**src/rtl/ls_reservation_station_if.sv**
```systemverilog
// Dispatch-to-reservation-station handshake and micro-op payload.
// The master (dispatch) offers a micro-op, and the slave (station) returns disp_ready.
interface ls_reservation_station_if #(
    parameter int unsigned TAG_W  = 5,
    parameter int unsigned DATA_W = 16
);
    logic              disp_valid;
    logic              disp_ready;
    logic [DATA_W-1:0] disp_pc;
    logic [3:0]        disp_opcode;
    logic [DATA_W-1:0] disp_opr1;
    logic [DATA_W-1:0] disp_opr2;
    logic              disp_opr1_rdy;
    logic              disp_opr2_rdy;
    logic [TAG_W-1:0]  disp_opr1_tag;
    logic [TAG_W-1:0]  disp_opr2_tag;
    logic [TAG_W-1:0]  disp_rrf_dest;
    logic [1:0]        disp_cz;
    logic              disp_cmp;

    modport master (
        output disp_valid, disp_pc, disp_opcode, disp_opr1, disp_opr2,
               disp_opr1_rdy, disp_opr2_rdy, disp_opr1_tag, disp_opr2_tag,
               disp_rrf_dest, disp_cz, disp_cmp,
        input  disp_ready
    );

    modport slave (
        input  disp_valid, disp_pc, disp_opcode, disp_opr1, disp_opr2,
               disp_opr1_rdy, disp_opr2_rdy, disp_opr1_tag, disp_opr2_tag,
               disp_rrf_dest, disp_cz, disp_cmp,
        output disp_ready
    );
endinterface

```
**src/rtl/ls_reservation_station.sv**
```systemverilog
// In-order LW/SW reservation station feeding the LS0 pipe. It snoops the CDB and issues the head entry once the entry is ready.
// Optional macro LSRS_CDB_BYPASS_EN: the head may issue on the same-cycle CDB match, and that operand is taken from cdb_data.
module ls_reservation_station #(
    parameter int unsigned DEPTH  = 8,
    parameter int unsigned TAG_W  = 5,
    parameter int unsigned DATA_W = 16
) (
    input  logic                         clk,
    input  logic                         rst,
    ls_reservation_station_if.slave      disp,
    input  logic                         i_cdb_valid,
    input  logic [TAG_W-1:0]             i_cdb_tag,
    input  logic [DATA_W-1:0]            i_cdb_data,
    input  logic                         i_flush,
    output logic [DATA_W-1:0]            o_pc_out,
    output logic [3:0]                   o_opcode_out,
    output logic [DATA_W-1:0]            o_opr1_out,
    output logic [DATA_W-1:0]            o_opr2_out,
    output logic [TAG_W-1:0]             o_rrf_dest_out,
    output logic [1:0]                   o_cz_out,
    output logic                         o_cmp_out,
    output logic                         o_valid_out,
    output logic [$clog2(DEPTH+1)-1:0]   o_count
);

    localparam int unsigned PTR_W = $clog2(DEPTH);
    localparam int unsigned CNT_W = $clog2(DEPTH + 1);
    localparam logic [CNT_W-1:0] FULL_CNT = CNT_W'(DEPTH);

    typedef struct packed {
        logic [DATA_W-1:0] pc;
        logic [3:0]        opcode;
        logic [DATA_W-1:0] opr1;
        logic [DATA_W-1:0] opr2;
        logic              v1;
        logic              v2;
        logic [TAG_W-1:0]  tag1;
        logic [TAG_W-1:0]  tag2;
        logic [TAG_W-1:0]  dest;
        logic [1:0]        cz;
        logic              cmp;
    } entry_t;

    entry_t             r_ent [DEPTH];
    logic [DEPTH-1:0]   r_occ;
    logic [PTR_W-1:0]   r_head;
    logic [PTR_W-1:0]   r_tail;
    logic [CNT_W-1:0]   r_count;
    logic               r_ready;

    entry_t             w_head;
    entry_t             w_new;
    logic               w_cap1;
    logic               w_cap2;
    logic               w_push;
    logic               w_issue;
    logic               w_h_rdy1;
    logic               w_h_rdy2;
    logic [DATA_W-1:0]  w_h_opr1;
    logic [DATA_W-1:0]  w_h_opr2;
    logic [CNT_W-1:0]   w_count_nxt;
    logic [DEPTH-1:0]   w_wake1;
    logic [DEPTH-1:0]   w_wake2;

    assign disp.disp_ready = r_ready;
    assign o_count         = r_count;
    assign w_head          = r_ent[r_head];
    assign w_push          = disp.disp_valid && r_ready && !i_flush;

    // Build the new entry, capturing a same-cycle CDB broadcast for a missing operand
    always_comb begin
        w_cap1 = !disp.disp_opr1_rdy && i_cdb_valid && (disp.disp_opr1_tag == i_cdb_tag);
        w_cap2 = !disp.disp_opr2_rdy && i_cdb_valid && (disp.disp_opr2_tag == i_cdb_tag);

        w_new        = '0;
        w_new.pc     = disp.disp_pc;
        w_new.opcode = disp.disp_opcode;
        w_new.opr1   = w_cap1 ? i_cdb_data : disp.disp_opr1;
        w_new.opr2   = w_cap2 ? i_cdb_data : disp.disp_opr2;
        w_new.v1     = disp.disp_opr1_rdy || w_cap1;
        w_new.v2     = disp.disp_opr2_rdy || w_cap2;
        w_new.tag1   = disp.disp_opr1_tag;
        w_new.tag2   = disp.disp_opr2_tag;
        w_new.dest   = disp.disp_rrf_dest;
        w_new.cz     = disp.disp_cz;
        w_new.cmp    = disp.disp_cmp;
    end

    // CDB wakeup match for every occupied entry still waiting on an operand
    always_comb begin
        w_wake1 = '0;
        w_wake2 = '0;
        for (int i = 0; i < int'(DEPTH); i++) begin
            w_wake1[i] = r_occ[i] && !r_ent[i].v1 && i_cdb_valid && (r_ent[i].tag1 == i_cdb_tag);
            w_wake2[i] = r_occ[i] && !r_ent[i].v2 && i_cdb_valid && (r_ent[i].tag2 == i_cdb_tag);
        end
    end

    // Head readiness and the operand values it would issue with
    always_comb begin
`ifdef LSRS_CDB_BYPASS_EN
        w_h_rdy1 = w_head.v1 || (i_cdb_valid && (w_head.tag1 == i_cdb_tag));
        w_h_rdy2 = w_head.v2 || (i_cdb_valid && (w_head.tag2 == i_cdb_tag));
        w_h_opr1 = w_head.v1 ? w_head.opr1 : i_cdb_data;
        w_h_opr2 = w_head.v2 ? w_head.opr2 : i_cdb_data;
`else
        w_h_rdy1 = w_head.v1;
        w_h_rdy2 = w_head.v2;
        w_h_opr1 = w_head.opr1;
        w_h_opr2 = w_head.opr2;
`endif
        w_issue = r_occ[r_head] && w_h_rdy1 && w_h_rdy2 && !i_flush;
    end

    always_comb begin
        w_count_nxt = r_count;
        case ({w_push, w_issue})
            2'b10:   w_count_nxt = r_count + CNT_W'(1);
            2'b01:   w_count_nxt = r_count - CNT_W'(1);
            default: w_count_nxt = r_count;
        endcase
    end

    // Reset takes priority over flush, and flush takes priority over issue and dispatch
    always_ff @(posedge clk) begin
        if (rst) begin
            r_occ          <= '0;
            r_head         <= '0;
            r_tail         <= '0;
            r_count        <= '0;
            r_ready        <= 1'b1;
            o_valid_out    <= 1'b0;
            o_pc_out       <= '0;
            o_opcode_out   <= '0;
            o_opr1_out     <= '0;
            o_opr2_out     <= '0;
            o_rrf_dest_out <= '0;
            o_cz_out       <= '0;
            o_cmp_out      <= 1'b0;
        end else if (i_flush) begin
            r_occ       <= '0;
            r_head      <= '0;
            r_tail      <= '0;
            r_count     <= '0;
            r_ready     <= 1'b1;
            o_valid_out <= 1'b0;
        end else begin
            for (int i = 0; i < int'(DEPTH); i++) begin
                if (w_wake1[i]) begin
                    r_ent[i].opr1 <= i_cdb_data;
                    r_ent[i].v1   <= 1'b1;
                end
                if (w_wake2[i]) begin
                    r_ent[i].opr2 <= i_cdb_data;
                    r_ent[i].v2   <= 1'b1;
                end
            end

            if (w_push) begin
                r_ent[r_tail] <= w_new;
                r_occ[r_tail] <= 1'b1;
                r_tail        <= r_tail + PTR_W'(1);
            end

            if (w_issue) begin
                r_occ[r_head]  <= 1'b0;
                r_head         <= r_head + PTR_W'(1);
                o_valid_out    <= 1'b1;
                o_pc_out       <= w_head.pc;
                o_opcode_out   <= w_head.opcode;
                o_opr1_out     <= w_h_opr1;
                o_opr2_out     <= w_h_opr2;
                o_rrf_dest_out <= w_head.dest;
                o_cz_out       <= w_head.cz;
                o_cmp_out      <= w_head.cmp;
            end else begin
                o_valid_out <= 1'b0;
            end

            r_count <= w_count_nxt;
            r_ready <= (w_count_nxt != FULL_CNT);
        end
    end

    a_count_bound: assert property (@(posedge clk) disable iff (rst) r_count <= FULL_CNT);
    a_no_write_full: assert property (@(posedge clk) disable iff (rst) !(w_push && (r_count == FULL_CNT)));
    a_count_occ: assert property (@(posedge clk) disable iff (rst) $countones(r_occ) == int'(r_count));

endmodule
```
**src/flat_wrapper.sv**
```systemverilog
// flat-port wrapper written by rule: the top's interface ports become plain ports
module ls_reservation_station_flat 
#(
    parameter int unsigned DEPTH  = 8,
    parameter int unsigned TAG_W  = 5,
    parameter int unsigned DATA_W = 16
)
  (clk, rst, i_cdb_valid, i_cdb_tag, i_cdb_data, i_flush, o_pc_out, o_opcode_out, o_opr1_out, o_opr2_out, o_rrf_dest_out, o_cz_out, o_cmp_out, o_valid_out, o_count, disp_disp_valid, disp_disp_pc, disp_disp_opcode, disp_disp_opr1, disp_disp_opr2, disp_disp_opr1_rdy, disp_disp_opr2_rdy, disp_disp_opr1_tag, disp_disp_opr2_tag, disp_disp_rrf_dest, disp_disp_cz, disp_disp_cmp, disp_disp_ready);
  ls_reservation_station_if #(.TAG_W(TAG_W), .DATA_W(DATA_W)) disp_i ();
  input  logic clk;
  input  logic rst;
  input  logic i_cdb_valid;
  input  logic [TAG_W-1:0] i_cdb_tag;
  input  logic [DATA_W-1:0] i_cdb_data;
  input  logic i_flush;
  output logic [DATA_W-1:0] o_pc_out;
  output logic [3:0] o_opcode_out;
  output logic [DATA_W-1:0] o_opr1_out;
  output logic [DATA_W-1:0] o_opr2_out;
  output logic [TAG_W-1:0] o_rrf_dest_out;
  output logic [1:0] o_cz_out;
  output logic o_cmp_out;
  output logic o_valid_out;
  output logic [$clog2(DEPTH+1)-1:0] o_count;
  input wire logic [$bits(disp_i.disp_valid)-1:0] disp_disp_valid;
  input wire logic [$bits(disp_i.disp_pc)-1:0] disp_disp_pc;
  input wire logic [$bits(disp_i.disp_opcode)-1:0] disp_disp_opcode;
  input wire logic [$bits(disp_i.disp_opr1)-1:0] disp_disp_opr1;
  input wire logic [$bits(disp_i.disp_opr2)-1:0] disp_disp_opr2;
  input wire logic [$bits(disp_i.disp_opr1_rdy)-1:0] disp_disp_opr1_rdy;
  input wire logic [$bits(disp_i.disp_opr2_rdy)-1:0] disp_disp_opr2_rdy;
  input wire logic [$bits(disp_i.disp_opr1_tag)-1:0] disp_disp_opr1_tag;
  input wire logic [$bits(disp_i.disp_opr2_tag)-1:0] disp_disp_opr2_tag;
  input wire logic [$bits(disp_i.disp_rrf_dest)-1:0] disp_disp_rrf_dest;
  input wire logic [$bits(disp_i.disp_cz)-1:0] disp_disp_cz;
  input wire logic [$bits(disp_i.disp_cmp)-1:0] disp_disp_cmp;
  output wire logic [$bits(disp_i.disp_ready)-1:0] disp_disp_ready;
  assign disp_i.disp_valid = disp_disp_valid;
  assign disp_i.disp_pc = disp_disp_pc;
  assign disp_i.disp_opcode = disp_disp_opcode;
  assign disp_i.disp_opr1 = disp_disp_opr1;
  assign disp_i.disp_opr2 = disp_disp_opr2;
  assign disp_i.disp_opr1_rdy = disp_disp_opr1_rdy;
  assign disp_i.disp_opr2_rdy = disp_disp_opr2_rdy;
  assign disp_i.disp_opr1_tag = disp_disp_opr1_tag;
  assign disp_i.disp_opr2_tag = disp_disp_opr2_tag;
  assign disp_i.disp_rrf_dest = disp_disp_rrf_dest;
  assign disp_i.disp_cz = disp_disp_cz;
  assign disp_i.disp_cmp = disp_disp_cmp;
  assign disp_disp_ready = disp_i.disp_ready;
  ls_reservation_station #(.DEPTH(DEPTH), .TAG_W(TAG_W), .DATA_W(DATA_W)) u_core (.clk(clk), .rst(rst), .disp(disp_i), .i_cdb_valid(i_cdb_valid), .i_cdb_tag(i_cdb_tag), .i_cdb_data(i_cdb_data), .i_flush(i_flush), .o_pc_out(o_pc_out), .o_opcode_out(o_opcode_out), .o_opr1_out(o_opr1_out), .o_opr2_out(o_opr2_out), .o_rrf_dest_out(o_rrf_dest_out), .o_cz_out(o_cz_out), .o_cmp_out(o_cmp_out), .o_valid_out(o_valid_out), .o_count(o_count));
endmodule
```
**config.mk**
```make
export PLATFORM = sky130hd
export DESIGN_NAME = ls_reservation_station_flat
export DESIGN_NICKNAME = d
export VERILOG_FILES = /design/src/rtl/ls_reservation_station_if.sv /design/src/rtl/ls_reservation_station.sv /design/src/flat_wrapper.sv
export SDC_FILE = /design/constraint.sdc
export NUM_CORES = 1
export LEC_CHECK = 0
export CAP_MARGIN = 15
export CELL_PAD_IN_SITES_DETAIL_PLACEMENT = 1
export CELL_PAD_IN_SITES_GLOBAL_PLACEMENT = 1
export CORE_MARGIN = 2
export CORE_UTILIZATION = 45
export DETAILED_ROUTE_END_ITERATION = 16
export PLACE_DENSITY_LB_ADDON = 0.3
export REMOVE_ABC_BUFFERS = 1
export SLEW_MARGIN = 5
export SYNTH_ARGS = -nofsm -noshare
export SYNTH_HDL_FRONTEND = slang
export SYNTH_SLANG_ARGS = --single-unit
export TNS_END_PERCENT = 10
```
**constraint.sdc**
```tcl
create_clock -name clk -period 5.8 [get_ports clk]
set_input_delay 0.87 -clock clk [delete_from_list [all_inputs] [get_ports clk]]
set_output_delay 0.87 -clock clk [all_outputs]
set_load 0.01 [all_outputs]
```
==> flow_summary.rst <==
.. list-table::
   :header-rows: 1

   * - Metric
     - Value
   * - Status
     - complete, no violations
   * - Most frequently used cell type in the post-synthesis netlist
     - sky130_fd_sc_hd__edfxtp_1
   * - Total of hold buffers inserted after clock tree synthesis
     - 0
   * - First-pass iteration count of the detailed router
     - 7
   * - Mux contribution to synthesized area
     - 21.9%
   * - Largest fanout on the critical path
     - 16
   * - GP Congestion
     - 0.820
   * - Number of H-tree branching levels
     - 3
   * - Estimated wirelength of the detail-placed design
     - 44500 µm
   * - Setup repair after global routing missed its margin
     - false
   * - Combinational family with the most area after synthesis
     - multiplexers
   * - Peak supply drop
     - 0.000213 V
   * - Share of the synthesized netlist area taken by xor and xnor gates
     - 2.93%
   * - Count of cells resized by post-cts repair
     - 0
   * - Count of final max-slew check failures
     - 0
   * - Post-CTS setup repair buffer count
     - 0
   * - Post-Route Skew
     - 0.0385 ns
   * - Utilization after layout
     - 53.3%
   * - Average cell area after synthesis
     - 17.5 µm²
   * - Number of cells produced by synthesis
     - 1640
   * - Number of design-rule violations left by the first detailed-router iteration
     - 1219
   * - Post-route DRC violation count
     - 0
   * - Routed Antenna Nets
     - 0
   * - Vias in the first global route
     - 17809
   * - Startpoint types
     - primary input
   * - Highest metal layer used by the detailed router
     - met5
   * - Area grow syn2layout
     - 17.1%
   * - Compound-Gate Fraction of Synth Area
     - 4.70%
   * - Kind of end point of the critical path
     - flip-flop
   * - Measured slew at the worst slew-check pin
     - 1.16 ns
   * - Crit path kind
     - in2reg
   * - Post-synthesis async set-or-reset flop share
     - 0%
   * - Clock transition at the registers of the reported paths
     - 0.06 ns
   * - Most frequent cells after synthesis
     - sky130_fd_sc_hd__edfxtp_1 (560), sky130_fd_sc_hd__mux2_1 (160), sky130_fd_sc_hd__mux4_2 (120), sky130_fd_sc_hd__dfxtp_1 (99), sky130_fd_sc_hd__mux2_2 (96)
   * - Starting utilization of the core area
     - 45.5%
   * - Area of the die
     - 65700 µm²
   * - Number of standard-cell rows in the floorplan
     - 92
   * - Area post-placement
     - 31200 µm²
   * - Antenna violations before repair
     - 9
   * - Required @ worst endpoint
     - 6.17 ns
   * - Relative slew margins
     - 22.4%
   * - Cell area after technology mapping
     - 28600 µm²
   * - Buffers on Ports
     - 163
   * - Adder-cell share of the synthesized area
     - 0.218%
   * - Filler cell count in the final layout
     - 5743
   * - Wire length on met3
     - 4010 µm
   * - Number of synthesized flops with an enable pin
     - 560
   * - Top-Level Pins
     - 164
   * - Hold Fails Final Rpt
     - 0
   * - Final worst hold slack
     - 0.513 ns
   * - Register bit count reported by yosys
     - 659
   * - Final instance area
     - 33500 µm²
   * - Routed wire per std cell
     - 27.9 µm
   * - TritonCTS clock tree
     - done
   * - Crit path arrival time
     - 4.04 ns
   * - Post-synth top area cell
     - sky130_fd_sc_hd__edfxtp_1
   * - Path class of the lowest-slack min-delay path
     - reg2reg
   * - Detailed Route WL
     - 75700 µm
   * - Via density
     - 5.93
   * - Syn. warnings
     - 0
   * - Global-route wire length before repair
     - 114000 µm
   * - Setup violations, final
     - 0
   * - Horizontal extent of the die
     - 256 µm
   * - Routed length on met1
     - 31300 µm
   * - Ratio of total power to cell area
     - 303 nW/µm²
   * - Setup TNS Final
     - 0 ns
   * - Simple-gate area share of the yosys netlist
     - 2.26%
   * - Skew-Pair Late Insertion Delay
     - 0.63 ns
   * - Leading cell types by total area after synthesis
     - sky130_fd_sc_hd__edfxtp_1 (59%), sky130_fd_sc_hd__mux4_2 (9.4%), sky130_fd_sc_hd__dfxtp_1 (6.9%)
   * - Clock root buffer
     - sky130_fd_sc_hd__clkbuf_16
   * - Sink count of the clock tree
     - 659
   * - Total met2 wirelength after detailed routing
     - 38400 µm
   * - Core area
     - 63000 µm²
   * - Leakage power figure
     - 10.4 nW
   * - Max Clock Freq
     - 272 MHz
   * - Seq/Total Area, Yosys
     - 65.6%
   * - Overall die height
     - 256 µm
   * - Sum of internal, switching and leakage power
     - 10.2 mW
   * - Area share of the largest cell type after synthesis
     - 58.7%
   * - Min Tclk post-route
     - 3.67 ns
   * - Count of unique library cells instantiated by Yosys
     - 56
   * - Prevailing post-synth register cell
     - sky130_fd_sc_hd__edfxtp_1
   * - Max Buffers Root-to-Sink
     - 3
   * - Period utilization
     - 63.3%
   * - DR vias
     - 16074
   * - Global Route Usage Sum
     - 23.2%
   * - Overflow left after global routing
     - 0
   * - Largest net degree at the start of global routing
     - 65
   * - Number of CTS-inserted buffers
     - 72
   * - Fraction of layout instances using a drive strength above 1
     - 22.5%
   * - Net count of the finished layout
     - 1905
   * - Number of maximum-capacitance violations
     - 0
[layout make-up]
type                       instances  area, µm²  area share (%)
clock inverter                    37        380            1.13
inverter                          12       45.0           0.134
multi-input combinational        843       9300            27.7
antenna                            5       12.5          0.0373
sequential                       659      18800            56.1
clock buffer                      96       1920            5.73
timing repair buffer             214       2020            6.01
tap                              846       1060            3.16
[registers in the layout, summed over array words and instances (netlist names), named ones only]
signal                  cells
u_core.o_valid_out          1
u_core.o_opr1_out          16
u_core.o_opr2_out          16
u_core.o_pc_out            16
u_core.o_rrf_dest_out       5
u_core.disp.disp_ready      1
u_core.r_ent              576
u_core.r_occ                8
u_core.o_count              4
u_core.r_head               3
u_core.o_opcode_out         4
u_core.o_cz_out             2
u_core.r_tail               3
u_core.o_cmp_out            1
[final timing paths]
check	start	endpoint	slack, ns	cells past startpoint
worst max-delay path	i_cdb_tag[4]	u_core.r_ent[3][29]	2.13	7
worst min-delay path	u_core.r_ent[5][18]	u_core.r_ent[5][18]	0.51	1
worst max register to register	flip-flop	u_core.disp.disp_ready	2.24	12
worst min register to register	u_core.r_ent[5][18]	u_core.r_ent[5][18]	0.51	1
[per-layer routing]
metal / up-vias / track usage (%)
met4: 8 / 7.81
met2: 455 / 39.5
li1: 6953 / -
met1: 8534 / 29.8
met3: 124 / 4.40
met5: - / 0
[worst max-delay path: stages]
cell                              delay (ns)
sky130_fd_sc_hd__clkdlybuf4s50_1        1.02
sky130_fd_sc_hd__xnor2_1                0.19
sky130_fd_sc_hd__nand4_1                0.17
sky130_fd_sc_hd__nor4b_2                0.31
sky130_fd_sc_hd__buf_4                  0.24
sky130_fd_sc_hd__nand2b_1               0.80
sky130_fd_sc_hd__mux2_2                 0.42
[cells by family after synthesis]
| kind of cell | Yosys count |
|---|---|
| buffers and inverters | 138 |
| AND/OR/NAND/NOR | 111 |
| flip-flops | 659 |
| XOR/XNOR | 96 |
| multiplexers | 444 |
| adder cells (fa/ha/maj) | 5 |
| AO/OA/AOI/OAI | 187 |
[cells in the final DEF (no fill, tap or decap), types with 19 or more instances in the layout]
cell type	instances
sky130_fd_sc_hd__edfxtp_1	560
sky130_fd_sc_hd__xnor2_1	74
sky130_fd_sc_hd__a31oi_1	61
sky130_fd_sc_hd__dfxtp_1	96
sky130_fd_sc_hd__nand4_1	21
sky130_fd_sc_hd__mux2i_1	68
sky130_fd_sc_hd__mux2_2	96
sky130_fd_sc_hd__nand2_1	19
sky130_fd_sc_hd__xor2_1	22
sky130_fd_sc_hd__clkbuf_16	72
sky130_fd_sc_hd__buf_4	50
sky130_fd_sc_hd__mux4_2	120
sky130_fd_sc_hd__clkbuf_1	21
sky130_fd_sc_hd__clkdlybuf4s50_1	162
sky130_fd_sc_hd__mux2_1	160
sky130_fd_sc_hd__a211oi_1	63
[stage by stage]
step	setup slack, ns	instances
floorplan	-4.76	1514
global placement	1.57	2573
detailed placement	1.49	2573
CTS	2.16	2706
global route	1.94	2712
finish	2.13	2712
[power by group]
group	switching (mW)	internal, mW	leakage (nW)
clock	1.93	2.55	1.12
sequential	0.0257	5.17	5.85
combinational	0.274	0.210	3.39
Power figures use the tool's default switching activity.
